`src/rtl/alu_multicycle_if.sv`:
```
// Start/done handshake and operand/result bus between a datapath controller and alu_multicycle.
interface alu_multicycle_if #(
    parameter int unsigned WIDTH = 32
);
    logic             start;
    logic [3:0]       f;
    logic [WIDTH-1:0] oporand1;
    logic [WIDTH-1:0] oporand2;
    logic [WIDTH-1:0] result;
    logic             zero;
    logic             busy;
    logic             done;

    modport master (
        output start, f, oporand1, oporand2,
        input  result, zero, busy, done
    );

    modport slave (
        input  start, f, oporand1, oporand2,
        output result, zero, busy, done
    );
endinterface

```
`src/rtl/alu_multicycle.sv`:
```
// Registered ALU: single-cycle logic/compare ops plus iterative shift-add multiply and
// restoring unsigned divide/remainder, launched by a start/done handshake.
module alu_multicycle #(
    parameter int unsigned WIDTH = 32
) (
    input logic            clk,
    input logic            rst,
    alu_multicycle_if.slave bus
);
    localparam int unsigned CntW = $clog2(WIDTH);

    localparam logic [3:0] OpAdd  = 4'b0000;
    localparam logic [3:0] OpSub  = 4'b0001;
    localparam logic [3:0] OpAnd  = 4'b0010;
    localparam logic [3:0] OpOr   = 4'b0011;
    localparam logic [3:0] OpXor  = 4'b0100;
    localparam logic [3:0] OpSlt  = 4'b0101;
    localparam logic [3:0] OpSltu = 4'b0110;
    localparam logic [3:0] OpMul  = 4'b0111;
    localparam logic [3:0] OpDivu = 4'b1000;
    localparam logic [3:0] OpRemu = 4'b1001;

    typedef enum logic [1:0] {StIdle, StCalc, StDone} state_e;

    state_e           state_q, state_d;
    logic [CntW-1:0]  cnt_q, cnt_d;
    logic [3:0]       op_q, op_d;
    logic [WIDTH-1:0] a_q, a_d;     // multiplicand, or dividend shifting into quotient
    logic [WIDTH-1:0] b_q, b_d;     // multiplier, or divisor
    logic [WIDTH-1:0] acc_q, acc_d; // product accumulator, or partial remainder
    logic [WIDTH-1:0] result_q, result_d;
    logic             zero_q, zero_d;

    logic [WIDTH-1:0] alu_res;
    logic             alu_legal;
    logic             iterative;
    logic [WIDTH-1:0] mul_acc;
    logic [WIDTH:0]   div_shift;
    logic [WIDTH:0]   div_trial;
    logic             div_fit;
    logic [WIDTH-1:0] fin;

    always_comb begin
        alu_res   = '0;
        alu_legal = 1'b1;
        case (bus.f)
            OpAdd:   alu_res = bus.oporand1 + bus.oporand2;
            OpSub:   alu_res = bus.oporand1 - bus.oporand2;
            OpAnd:   alu_res = bus.oporand1 & bus.oporand2;
            OpOr:    alu_res = bus.oporand1 | bus.oporand2;
            OpXor:   alu_res = bus.oporand1 ^ bus.oporand2;
            OpSlt:   alu_res = {{(WIDTH-1){1'b0}}, $signed(bus.oporand1) < $signed(bus.oporand2)};
            OpSltu:  alu_res = {{(WIDTH-1){1'b0}}, bus.oporand1 < bus.oporand2};
            default: alu_legal = 1'b0;
        endcase
    end

    assign iterative = (bus.f == OpMul) || (bus.f == OpDivu) || (bus.f == OpRemu);

    assign mul_acc   = acc_q + (b_q[0] ? a_q : '0);
    assign div_shift = {acc_q, a_q[WIDTH-1]};
    assign div_trial = div_shift - {1'b0, b_q};
    // No borrow means the divisor fits; a zero divisor always fits, giving all-ones quotient.
    assign div_fit   = ~div_trial[WIDTH];

    always_comb begin
        state_d  = state_q;
        cnt_d    = cnt_q;
        op_d     = op_q;
        a_d      = a_q;
        b_d      = b_q;
        acc_d    = acc_q;
        result_d = result_q;
        zero_d   = zero_q;
        fin      = '0;
        unique case (state_q)
            StIdle: begin
                if (bus.start) begin
                    if (iterative) begin
                        op_d    = bus.f;
                        a_d     = bus.oporand1;
                        b_d     = bus.oporand2;
                        acc_d   = '0;
                        cnt_d   = CntW'(WIDTH - 1);
                        state_d = StCalc;
                    end else begin
                        result_d = alu_res;
                        zero_d   = alu_legal && (alu_res == '0);
                        state_d  = StDone;
                    end
                end
            end
            StCalc: begin
                if (op_q == OpMul) begin
                    acc_d = mul_acc;
                    a_d   = {a_q[WIDTH-2:0], 1'b0};
                    b_d   = {1'b0, b_q[WIDTH-1:1]};
                end else begin
                    acc_d = div_fit ? div_trial[WIDTH-1:0] : div_shift[WIDTH-1:0];
                    a_d   = {a_q[WIDTH-2:0], div_fit};
                end
                cnt_d = cnt_q - CntW'(1);
                if (cnt_q == '0) begin
                    cnt_d    = cnt_q;
                    fin      = (op_q == OpMul)  ? mul_acc :
                               (op_q == OpDivu) ? a_d     : acc_d;
                    result_d = fin;
                    zero_d   = (fin == '0);
                    state_d  = StDone;
                end
            end
            StDone:  state_d = StIdle;
            default: state_d = StIdle;
        endcase
    end

    always_ff @(posedge clk or posedge rst) begin
        if (rst) begin
            state_q  <= StIdle;
            cnt_q    <= '0;
            op_q     <= '0;
            a_q      <= '0;
            b_q      <= '0;
            acc_q    <= '0;
            result_q <= '0;
            zero_q   <= 1'b0;
        end else begin
            state_q  <= state_d;
            cnt_q    <= cnt_d;
            op_q     <= op_d;
            a_q      <= a_d;
            b_q      <= b_d;
            acc_q    <= acc_d;
            result_q <= result_d;
            zero_q   <= zero_d;
        end
    end

    assign bus.result = result_q;
    assign bus.zero   = zero_q;
    assign bus.busy   = (state_q != StIdle);
    assign bus.done   = (state_q == StDone);
endmodule
```
`src/flat_wrapper.sv`:
```
// flat-port wrapper written by rule: the top's interface ports become plain ports
module alu_multicycle_flat 
#(
    parameter int unsigned WIDTH = 32
)
  (clk, rst, bus_start, bus_f, bus_oporand1, bus_oporand2, bus_result, bus_zero, bus_busy, bus_done);
  alu_multicycle_if #(.WIDTH(WIDTH)) bus_i ();
  input logic clk;
  input logic rst;
  input wire logic [$bits(bus_i.start)-1:0] bus_start;
  input wire logic [$bits(bus_i.f)-1:0] bus_f;
  input wire logic [$bits(bus_i.oporand1)-1:0] bus_oporand1;
  input wire logic [$bits(bus_i.oporand2)-1:0] bus_oporand2;
  output wire logic [$bits(bus_i.result)-1:0] bus_result;
  output wire logic [$bits(bus_i.zero)-1:0] bus_zero;
  output wire logic [$bits(bus_i.busy)-1:0] bus_busy;
  output wire logic [$bits(bus_i.done)-1:0] bus_done;
  assign bus_i.start = bus_start;
  assign bus_i.f = bus_f;
  assign bus_i.oporand1 = bus_oporand1;
  assign bus_i.oporand2 = bus_oporand2;
  assign bus_result = bus_i.result;
  assign bus_zero = bus_i.zero;
  assign bus_busy = bus_i.busy;
  assign bus_done = bus_i.done;
  alu_multicycle #(.WIDTH(WIDTH)) u_core (.clk(clk), .rst(rst), .bus(bus_i));
endmodule
```
`config.mk`:
```
export PLATFORM = sky130hd
export DESIGN_NAME = alu_multicycle_flat
export DESIGN_NICKNAME = d
export VERILOG_FILES = /design/src/rtl/alu_multicycle_if.sv /design/src/rtl/alu_multicycle.sv /design/src/flat_wrapper.sv
export SDC_FILE = /design/constraint.sdc
export NUM_CORES = 1
export LEC_CHECK = 0
export BUFFER_PORTS_ARGS = -buffer_cell sky130_fd_sc_hd__buf_2
export CAP_MARGIN = 20
export CORE_ASPECT_RATIO = 0.75
export CORE_MARGIN = 1
export CORE_UTILIZATION = 23
export CTS_CLUSTER_SIZE = 24
export DETAILED_ROUTE_END_ITERATION = 7
export PLACE_DENSITY = 0.37
export SYNTH_ARGS = -nofsm -noshare
export SYNTH_HDL_FRONTEND = slang
export SYNTH_SLANG_ARGS = --single-unit
```
`constraint.sdc`:
```
create_clock -name clk -period 4.2 [get_ports clk]
set_input_delay 0.42 -clock clk [delete_from_list [all_inputs] [get_ports clk]]
set_output_delay 0.42 -clock clk [all_outputs]
set_load 0.05 [all_outputs]
```
# Word level (Yosys, flattened, before mapping)
# Index checks and enable logic that the tools add are counted.
# classes
order_cmp	2
eq_ne	19
bitwise_logic	4
reduce_logical	17
mux	36
n_addsub	5
# op_table
cell	count
two-way mux 32 bit	17
one-hot mux 32 bit (2 select lines)	4
one-hot mux 32 bit (7 select lines)	1
adder 32 bit	2
zero test 32 bit	2
less-than comparator 32 bit	2
subtractor 33 x 32 -> 33 bit	1
AND 32 bit	1
OR 32 bit	1
subtractor 32 bit	1
bitwise XOR 32 bit	1
equality test 4 x 3 -> 1 bit, second input constant	5
two-way mux 5 bit	3
equality test 4 bit, second input constant	3
AND reduction 4 bit	3
one-hot mux 5 bit (2 select lines)	1
equality test 4 x 2 -> 1 bit, second input constant	2
OR reduction 7 bit	1
two-way mux 2 bit	3
!= test 2 x 1 -> 1 bit, second input constant	3
!= test 2 bit, second input constant	3
AND reduction 3 bit	2
zero test 5 bit	1
two-way mux 1 bit	5
other kinds (13)	15
# totals
wordCells	91
register_bits	140
input_bits	71

# Logic depth before layout (Yosys ltp)
# Gate-level depths: netlist (run 1).
# logic_depth
ltp_word	9
mapped_depth	19
depth_no_buf	16

# Worst setup path before layout (run 1)
# OpenSTA, ideal clock, no wires.
# synth_path
kind	register -> register
start	register u_core.a_q[31]
end	register u_core.zero_q (netlist: u_core.bus.zero)
t_required_ps	4136
setup_time_ps	64
t_arrival_ps	3927
path_slack_ps	209
synth_period_minus_slack_ps	3991
stages_incl_launch_ff	17
path_cell_list	dfrtp_1 inv_1 ha_1 inv_1 fa_1 a211oi_1 o211ai_1 a31oi_2 a211oi_2 a211oi_2 mux2_2 a221o_1 or4_1 and4bb_1 nand4_1 nor4_2 a21o_1
# synth_between
elab_chain_cells	9
word_cells_on_any_way	14
cone_classes	add/sub (2); mux (10); bitwise (1); reduce/logical (1)
# synth_lines
item	line_no	source
start: declaration	alu_multicycle.sv:28	logic [WIDTH-1:0] a_q, a_d;
start signal: assignment	alu_multicycle.sv:122	a_q <= '0;
start signal: assignment	alu_multicycle.sv:131	a_q <= a_d;
subtractor 33 x 32 -> 33 bit / two-way mux 32 bit (equally long branches)	alu_multicycle.sv:62, alu_multicycle.sv:60	
two-way mux 32 bit, or another cell as far along	alu_multicycle.sv:99	acc_d = div_fit ? div_trial[WIDTH-1:0] : div_shift[WIDTH-1:0];
two-way mux 32 bit / two-way mux 1 bit (equally long branches)	alu_multicycle.sv:94	if (op_q == OpMul) begin
two-way mux 32 bit	alu_multicycle.sv:76	unique case (state_q)
two-way mux 32 bit	alu_multicycle.sv:106	(op_q == OpDivu) ? a_d : acc_d;
two-way mux 32 bit (*)	alu_multicycle.sv:105	fin = (op_q == OpMul) ? mul_acc :
zero test 32 bit (*)	alu_multicycle.sv:108	zero_d = (fin == '0);
two-way mux 1 bit (*)	alu_multicycle.sv:103	if (cnt_q == '0) begin
one-hot mux 1 bit (2 select lines) (*)	alu_multicycle.sv:76	
end signal: assignment	alu_multicycle.sv:135	zero_q <= zero_d;
end: declaration	alu_multicycle.sv:32	logic zero_q, zero_d;
# Every way passes the cells marked *; elsewhere a longest branch is shown, timed or not. The select of a mux whose other input is x is not followed.
# A chain may end at the register's enable or synchronous reset.

# Worst setup path in the final report (run 1)
# Same ends and word-level chain as after synthesis.

==> results of run 1 <==
## area by class of cell
| type | count | area [um2] | share of cell area, % |
|---|---|---|---|
| Multi-Input combinational cell | 1874 | 12610 | 56.12 |
| Timing Repair Buffer | 555 | 3973 | 17.68 |
| Sequential cell | 140 | 3503 | 15.59 |
| Tap cell | 957 | 1197 | 5.328 |
| Inverter | 155 | 586.8 | 2.611 |
| Clock buffer | 21 | 460.4 | 2.049 |
| Clock inverter | 10 | 140.1 | 0.6236 |
## sequential cells by signal (all words and copies together), names as in the netlist
register           count
u_core.a_q            32
u_core.acc_q          32
u_core.b_q            32
u_core.bus.result     32
u_core.cnt_q           5
u_core.op_q            4
u_core.state_q         2
u_core.bus.zero        1
## cell families after synthesis
| kind of cell | count (synthesis) | synth area share (%) |
|---|---|---|
| buffers and inverters | 288 | 6.554 |
| AND/OR/NAND/NOR | 776 | 21.40 |
| XOR/XNOR | 58 | 2.993 |
| flip-flops | 140 | 20.64 |
| AO/OA/AOI/OAI | 784 | 30.34 |
| adder cells (fa/ha/maj) | 183 | 13.67 |
| multiplexers | 73 | 4.401 |
## through the flow
step	std cells	power, W
2_1_floorplan	2302	0.008167
3_3_place_gp	3675	0.01273
3_5_place_dp	3675	0.01272
5_1_grt	3712	0.01581
4_1_cts	3712	0.01457
6_report	3712	0.01465
## worst max-delay path: cells and delay by family, from the launching register on
kind / cells / cell delay [ps]
compound gates: 7 / 1460
fa+ha+maj: 2 / 490
buf+inv: 4 / 440
flops: 1 / 400
mux: 1 / 310
simple gates: 4 / 1320
## repair_timing
action / in CTS / in global routing
setup buffers: 6 / 0
pin swaps: 13 / 15
setup endpoints to repair: 11 / 18
resized for setup: 16 / 26
## worst max-delay path by stage
stage                         start               to  slack (ps)  cells past startpoint
global placement    bus_oporand1[0]  u_core.bus.zero       -1180                     19
detailed placement  bus_oporand1[0]  u_core.bus.zero       -1220                     19
global route         u_core.a_q[31]  u_core.bus.zero        -460                     18
finish               u_core.a_q[31]  u_core.bus.zero        -280                     18
CTS                  u_core.a_q[31]  u_core.bus.zero        -430                     18
floorplan                       rst    u_core.a_q[0]          30                      1
## power by group through the flow
stage | Combinational (W) | Sequential (W) | Clock, W
floorplan | 0.00536 | 0.00281 | 0
global placement | 0.0103 | 0.00242 | 0
detailed placement | 0.0103 | 0.00244 | 0
CTS | 0.0105 | 0.00242 | 0.00167
global route | 0.0116 | 0.00250 | 0.00173
finish | 0.0106 | 0.00242 | 0.00164
## synthesized netlist by cell type (7+ instances only)
library cell  instances
nand2_1             304
nor2_1              189
ha_1                179
a21oi_1             177
o21ai_0             168
inv_1               154
dfrtp_1             140
clkbuf_1            111
mux2i_1              60
a31oi_1              53
o211ai_1             53
a21o_1               49
a211oi_1             44
and2_1               44
nand3_1              41
nor3_1               40
xnor2_1              40
o31ai_1              23
nand4_1              20
and3_1               19
nor2b_1              19
o22ai_1              18
xor2_1               18
o21bai_1             17
nand2b_1             16
o21ai_1              16
o21a_1               15
a22o_1               13
nor4_1               13
o31a_1               13
or2_2                12
buf_1                11
o2111ai_1            11
or3_1                11
a2111oi_0            10
or4_1                10
a22oi_1               9
mux2_2                9
a21boi_0              8
a221o_1               8
nor4b_1               8
a221oi_1              7
buf_2                 7
## metal layers
layer	track usage, %	wire length [um]
met1	31.67	40260
met2	31.82	34050
met3	2.731	3893
met4	3.455	935
met5	0	13
==> impl_metrics.env, run 1 <==
export IMPL_synth_ff_type="dfrtp_1"
export IMPL_internal_power_w=0.007471
export IMPL_dp_worst_setup_slack_ps=-1218
export IMPL_crit_required_ps=4600
export IMPL_die_width_um=315.7
export IMPL_ys_ff_latch=140
export IMPL_core_rowCount=85
export IMPL_slew_viol_final=0
export IMPL_grt_pass1_vias=18770
export IMPL_numCtsBuffers=17
export IMPL_violations="setup timing"
export IMPL_ant_nets=0
export IMPL_clkPwrFrac_pct=11.2
export IMPL_crit_arrival_ps=4880
export IMPL_num_vias=19070
export IMPL_drtPass1Iterations=5
export IMPL_relSlewSlack_pct=42.85
export IMPL_max_cap_viol_count=0
export IMPL_syn_nets=2556
export IMPL_core_area_um2=72430
export IMPL_grt_ovfl_total=0
export IMPL_clk_pin_slew_ps=70
export IMPL_tritoncts="yes"
export IMPL_drive_above_1_share_pct=24.32
export IMPL_worst_r2r_cell_count=18
export IMPL_placed_area_um2=21650
export IMPL_cp_end_kind="flop"
export IMPL_cts_sinks=140
export IMPL_tightest_slew_ps=857.3
export IMPL_grt_pass1_wl_um=119100
export IMPL_setup_tns_final_ps=-281.6
export IMPL_ir_drop_mv=0.4766
export IMPL_path_cells="inv_2 -> ha_4 -> inv_2 -> fa_2 -> a211oi_2 -> o211ai_1 -> a31oi_2 -> buf_4 -> a211oi_2 -> a211oi_4 -> buf_6 -> mux2_4 -> a221o_1 -> or4_4 -> and4bb_4 -> nand4_1 -> nor4_2 -> a21o_1"
export IMPL_ys_seq_area_share_pct=20.64
export IMPL_hold_viol_final=0
export IMPL_outcome="finished with violations"
export IMPL_crit_path_max_fanout=4
export IMPL_nets=2997
export IMPL_timing_hold_ws_ps=114.2
export IMPL_r2r_start="u_core.a_q[31]"
export IMPL_syn_area_um2=16970
export IMPL_dieArea_um2=74900
export IMPL_synth_top_area_share_pct=20.64
export IMPL_power_leakage_nw=10.63
export IMPL_fin_area_um2=22470
export IMPL_via_per_inst=5.137
export IMPL_reg2reg_slack_ps=-280
export IMPL_async_reset_ff_share_pct=100.0
export IMPL_yosysWarnings=0
export IMPL_utilization_pct=31.03
export IMPL_rsz0062_at_grt="true"
export IMPL_synth_cell_types=92
export IMPL_io_buffers=105
export IMPL_fillers=7879
export IMPL_swShare_pct=48.99
export IMPL_detail_route_wl_per_cell_um=21.32
export IMPL_antenna_cells=0
export IMPL_fmax_mhz=223.1
export IMPL_die_h_um=237.3
export IMPL_fin_crit_sh_pct=106.7
export IMPL_final_common_cell="buf_4"
export IMPL_worst_slack_ps=-281.6
export IMPL_setup_viol=1
export IMPL_htree_num_levels=4
export IMPL_clockBufferDepth=2
export IMPL_drt_iter0_markers=1583
export IMPL_insertion_delay_ps=460
export IMPL_seqPwrFrac_pct=16.5
export IMPL_yosys_area_top_type="dfrtp_1"
export IMPL_final_cell_mix="443 x buf_4, 304 x nand2_1, 187 x nor2_1"
export IMPL_min_path_type="primary input to asynchronous set/reset pin"
export IMPL_synth_edf_count=0
export IMPL_antenna_found_initial=3
export IMPL_period_needed_ps=4482
export IMPL_crit_path_top_delay_cell="or4_4"
export IMPL_netlist_instances=2302
export IMPL_synthToLayoutAreaGrowth_pct=32.41
export IMPL_gp_congestion=0.9107
export IMPL_yosys_top_cells_area="dfrtp_1 21%, ha_1 13%, nand2_1 6.7%"
export IMPL_dpl_hpwl_um=65330
export IMPL_cp_start_kind="flop"
export IMPL_powerDensity_nw_per_um2=651.7
export IMPL_skew_ps=14.10
export IMPL_boundaryPins=106
export IMPL_syn_area_per_cell_um2=7.373
export IMPL_grt_max_degree=113
export IMPL_cp_slowest_stage_delay_ps=550
export IMPL_routed_wl_um=79150
export IMPL_critPathKind="flop to flop"
export IMPL_grt_use_total_pct=21.01
export IMPL_comb_power_share_pct=72.3
export IMPL_switching_power_w=0.007174
export IMPL_root_buffer="clkbuf_16"
export IMPL_start_util_pct=23.43
export IMPL_post_route_drc_count=0
export IMPL_reg2reg_to="u_core.bus.zero"
export IMPL_holdBufCountCts=0
Power figures use the tool's default switching activity.
==> run 2, diff against run 1 <==
--- a/config.mk
+++ b/config.mk
@@ -5,6 +5,7 @@
 export SDC_FILE = /design/constraint.sdc
 export NUM_CORES = 1
 export LEC_CHECK = 0
+export ABC_AREA = 1
 export BUFFER_PORTS_ARGS = -buffer_cell sky130_fd_sc_hd__buf_2
 export CAP_MARGIN = 20
 export CORE_ASPECT_RATIO = 0.75
@@ -12,7 +13,7 @@
 export CORE_UTILIZATION = 23
 export CTS_CLUSTER_SIZE = 24
 export DETAILED_ROUTE_END_ITERATION = 7
-export PLACE_DENSITY = 0.37
+export PLACE_DENSITY = 0.36
 export SYNTH_ARGS = -nofsm -noshare
 export SYNTH_HDL_FRONTEND = slang
 export SYNTH_SLANG_ARGS = --single-unit
==> run 2 against run 1 <==
Net effect:
- the flow now finishes without violations
- non-clock buffer count shrank 371
- via count up 6.7%
- sequential cell count unchanged
- critical path type unchanged
- largest power group unchanged
- highest routed layer unchanged
==> impl_metrics.env, run 2 <==
export IMPL_synth_cell_types=52
export IMPL_num_vias=20350
export IMPL_boundaryPins=106
export IMPL_detail_route_wl_per_cell_um=21.94
export IMPL_htree_num_levels=4
export IMPL_path_cells="buf_6 -> nand2_1 -> inv_1 -> ha_1 -> nand2_1 -> nor2_1 -> inv_1 -> nor2_1 -> nand4_1 -> nand3_1 -> nand2_1 -> nand2_1 -> nand2_1 -> nand3_1 -> nand2_1 -> a21oi_1 -> nand2_1 -> nor2_1 -> nand2_1 -> nor2_1 -> nand3_1 -> nand2_1 -> nand2_1 -> nand2_1"
export IMPL_drive_above_1_share_pct=8.900
export IMPL_dp_worst_setup_slack_ps=218.2
export IMPL_crit_path_max_fanout=25
export IMPL_tightest_slew_ps=1028
export IMPL_outcome="completed"
export IMPL_period_needed_ps=3965
export IMPL_cp_slowest_stage_delay_ps=430
export IMPL_async_reset_ff_share_pct=100.0
export IMPL_io_buffers=105
export IMPL_core_area_um2=77180
export IMPL_power_leakage_nw=10.92
export IMPL_syn_nets=3287
export IMPL_drtPass1Iterations=6
export IMPL_rsz0062_at_grt="false"
export IMPL_critical_path_buf_inv_count=3
export IMPL_netlist_instances=3033
export IMPL_hold_viol_final=0
export IMPL_grt_pass1_wl_um=131900
export IMPL_yosys_area_top_type="dfrtp_1"
export IMPL_crit_arrival_ps=4400
export IMPL_yosysWarnings=0
export IMPL_root_buffer="clkbuf_16"
export IMPL_p_total_w=0.01583
export IMPL_dieArea_um2=79380
export IMPL_skew_ps=13.74
export IMPL_core_rowCount=88
export IMPL_syn_area_per_cell_um2=5.933
export IMPL_nets=3387
export IMPL_tritoncts="yes"
export IMPL_insertion_delay_ps=500
export IMPL_fillers=8893
export IMPL_crit_required_ps=4640
export IMPL_utilization_pct=26.83
export IMPL_yosys_top_cells_area="dfrtp_1 19%, nand2_1 18%, ha_1 12%"
export IMPL_worst_slack_ps=234.7
export IMPL_crit_path_top_delay_cell="dfrtp_1"
export IMPL_start_util_pct=23.32
export IMPL_dpl_hpwl_um=76700
export IMPL_drt_iter0_markers=2004
export IMPL_clockBufferDepth=2
export IMPL_critPathKind="flop to flop"
export IMPL_ir_drop_mv=0.3876
export IMPL_synthTopCellsByCount="872 x nand2_1, 465 x inv_1, 297 x nor2_1"
export IMPL_slew_viol_final=0
export IMPL_ys_ff_latch=140
export IMPL_grt_max_degree=95
export IMPL_synth_edf_count=0
export IMPL_ys_seq_area_share_pct=19.47
export IMPL_cp_top_family="simple AND/OR/NAND/NOR gates"
export IMPL_powerDensity_nw_per_um2=764.2
export IMPL_setup_viol=0
export IMPL_via_per_inst=4.868
export IMPL_synth_most_common_cell="nand2_1"
export IMPL_die_width_um=325.0
export IMPL_max_cap_viol_count=0
export IMPL_cp_end_kind="flop"
export IMPL_clk_pin_slew_ps=70
export IMPL_die_h_um=244.2
export IMPL_antenna_found_initial=4
export IMPL_grt_use_total_pct=22.69
export IMPL_crit_top_cell="nand2_1"
export IMPL_grt_ovfl_total=0
export IMPL_min_path_type="primary input to asynchronous set/reset pin"
export IMPL_cts_sinks=140
export IMPL_antenna_cells=0
export IMPL_cp_start_kind="flop"
export IMPL_synthToLayoutAreaGrowth_pct=15.09
export IMPL_timing_hold_ws_ps=59.26
export IMPL_fin_crit_sh_pct=94.41
export IMPL_synth_top_area_share_pct=19.47
export IMPL_gp_congestion=0.9509
export IMPL_relSlewSlack_pct=31.45
export IMPL_ant_nets=0
export IMPL_grt_pass1_vias=19020
export IMPL_final_cell_mix="871 x nand2_1, 463 x inv_1, 294 x nor2_1"
export IMPL_fmax_mhz=252.2
export IMPL_post_route_drc_count=0
export IMPL_final_common_cell="nand2_1"
export IMPL_syn_area_um2=18000
export IMPL_routed_wl_um=91720
export IMPL_numCtsBuffers=17
export IMPL_setup_tns_final_ps=0
export IMPL_synth_ff_type="dfrtp_1"
==> run 2: cell count changes in the layout (fill, tap and decap cells not counted), moves of 38 or more <==
cell	change
a211oi_1	-40
mux2i_1	-58
nor2_1	+107
buf_4	-371
o21ai_0	+46
nand2_1	+567
a31oi_1	-38
inv_1	+312
nand3_1	+174
==> run 2: power by group <==
part | leakage [nW] | internal, W | switching (W) | total, W
Combinational | 8.86 | 0.00341 | 0.00831 | 0.0117
Sequential | 1.76 | 0.00195 | 0.000433 | 0.00239
Clock | 0.299 | 0.000916 | 0.000804 | 0.00172
==> run 2: what timing repair did <==
action,in CTS,in global routing
setup buffers,0,0
resized for setup,0,3
hold buffers,0,0
endpoints found under the setup margin,0,1
==> run 2: logic make-up after synthesis <==
family / after synthesis / synth area share, %
AND/OR/NAND/NOR: 1520 / 35.39
AO/OA/AOI/OAI: 600 / 19.20
buffers and inverters: 575 / 12.32
adder cells (fa/ha/maj): 183 / 12.89
flip-flops: 140 / 19.47
XOR/XNOR: 15 / 0.7301
==> run 2: through the flow <==
step                      instance area, um2  instances
after detailed placement               20090       4149
after global placement                 20040       4147
after floorplan                        18000       3033
final                                  20710       4181
after global routing                   20710       4181
after CTS                              20700       4181
==> run 2: path summary, 6_finish.rpt <==
check / from / to / slack (ps) / cells after the start
worst min register to register: u_core.bus.result[14] / u_core.bus.result[14] / 480 / 2
worst max register to register: u_core.b_q[0] / u_core.bus.zero / 230 / 24
min in group clk: bus_oporand2[31] / u_core.b_q[31] / 220 / 3
worst min-delay path: rst / u_core.cnt_q[2] / 60 / 2
worst max-delay path: u_core.b_q[0] / u_core.bus.zero / 230 / 24
max in group asynchronous: rst / u_core.bus.result[14] / 3190 / 3
==> run 2: layout make-up <==
type / instances / area (um2) / share of cell area (%)
Clock inverter: 14 / 171.4 / 0.8276
Sequential cell: 140 / 3503 / 16.92
Clock buffer: 18 / 439.2 / 2.120
Timing Repair Buffer: 184 / 1212 / 5.854
Multi-Input combinational cell: 2318 / 12310 / 59.45
Inverter: 472 / 1777 / 8.578
Tap cell: 1035 / 1295 / 6.253
==> run 2: worst register-to-register path: cells and delay by family, from the launching register on <==
kind	cells	cell delay, ps
flops	1	430
buf+inv	3	410
simple gates	19	2460
compound gates	1	200
fa+ha+maj	1	390
==> run 2: per-layer routing <==
layer  wire length, um  track usage, %  share of wire (%)  vias to the layer above
li1                  -               -                  -                    10010
met1             48670           35.61                 53                     9607
met2             35020           30.74                 38                      647
met3              6379           4.632                7.0                       81
met4              1607           4.870                1.8                        6
met5                34               0              0.037                        -
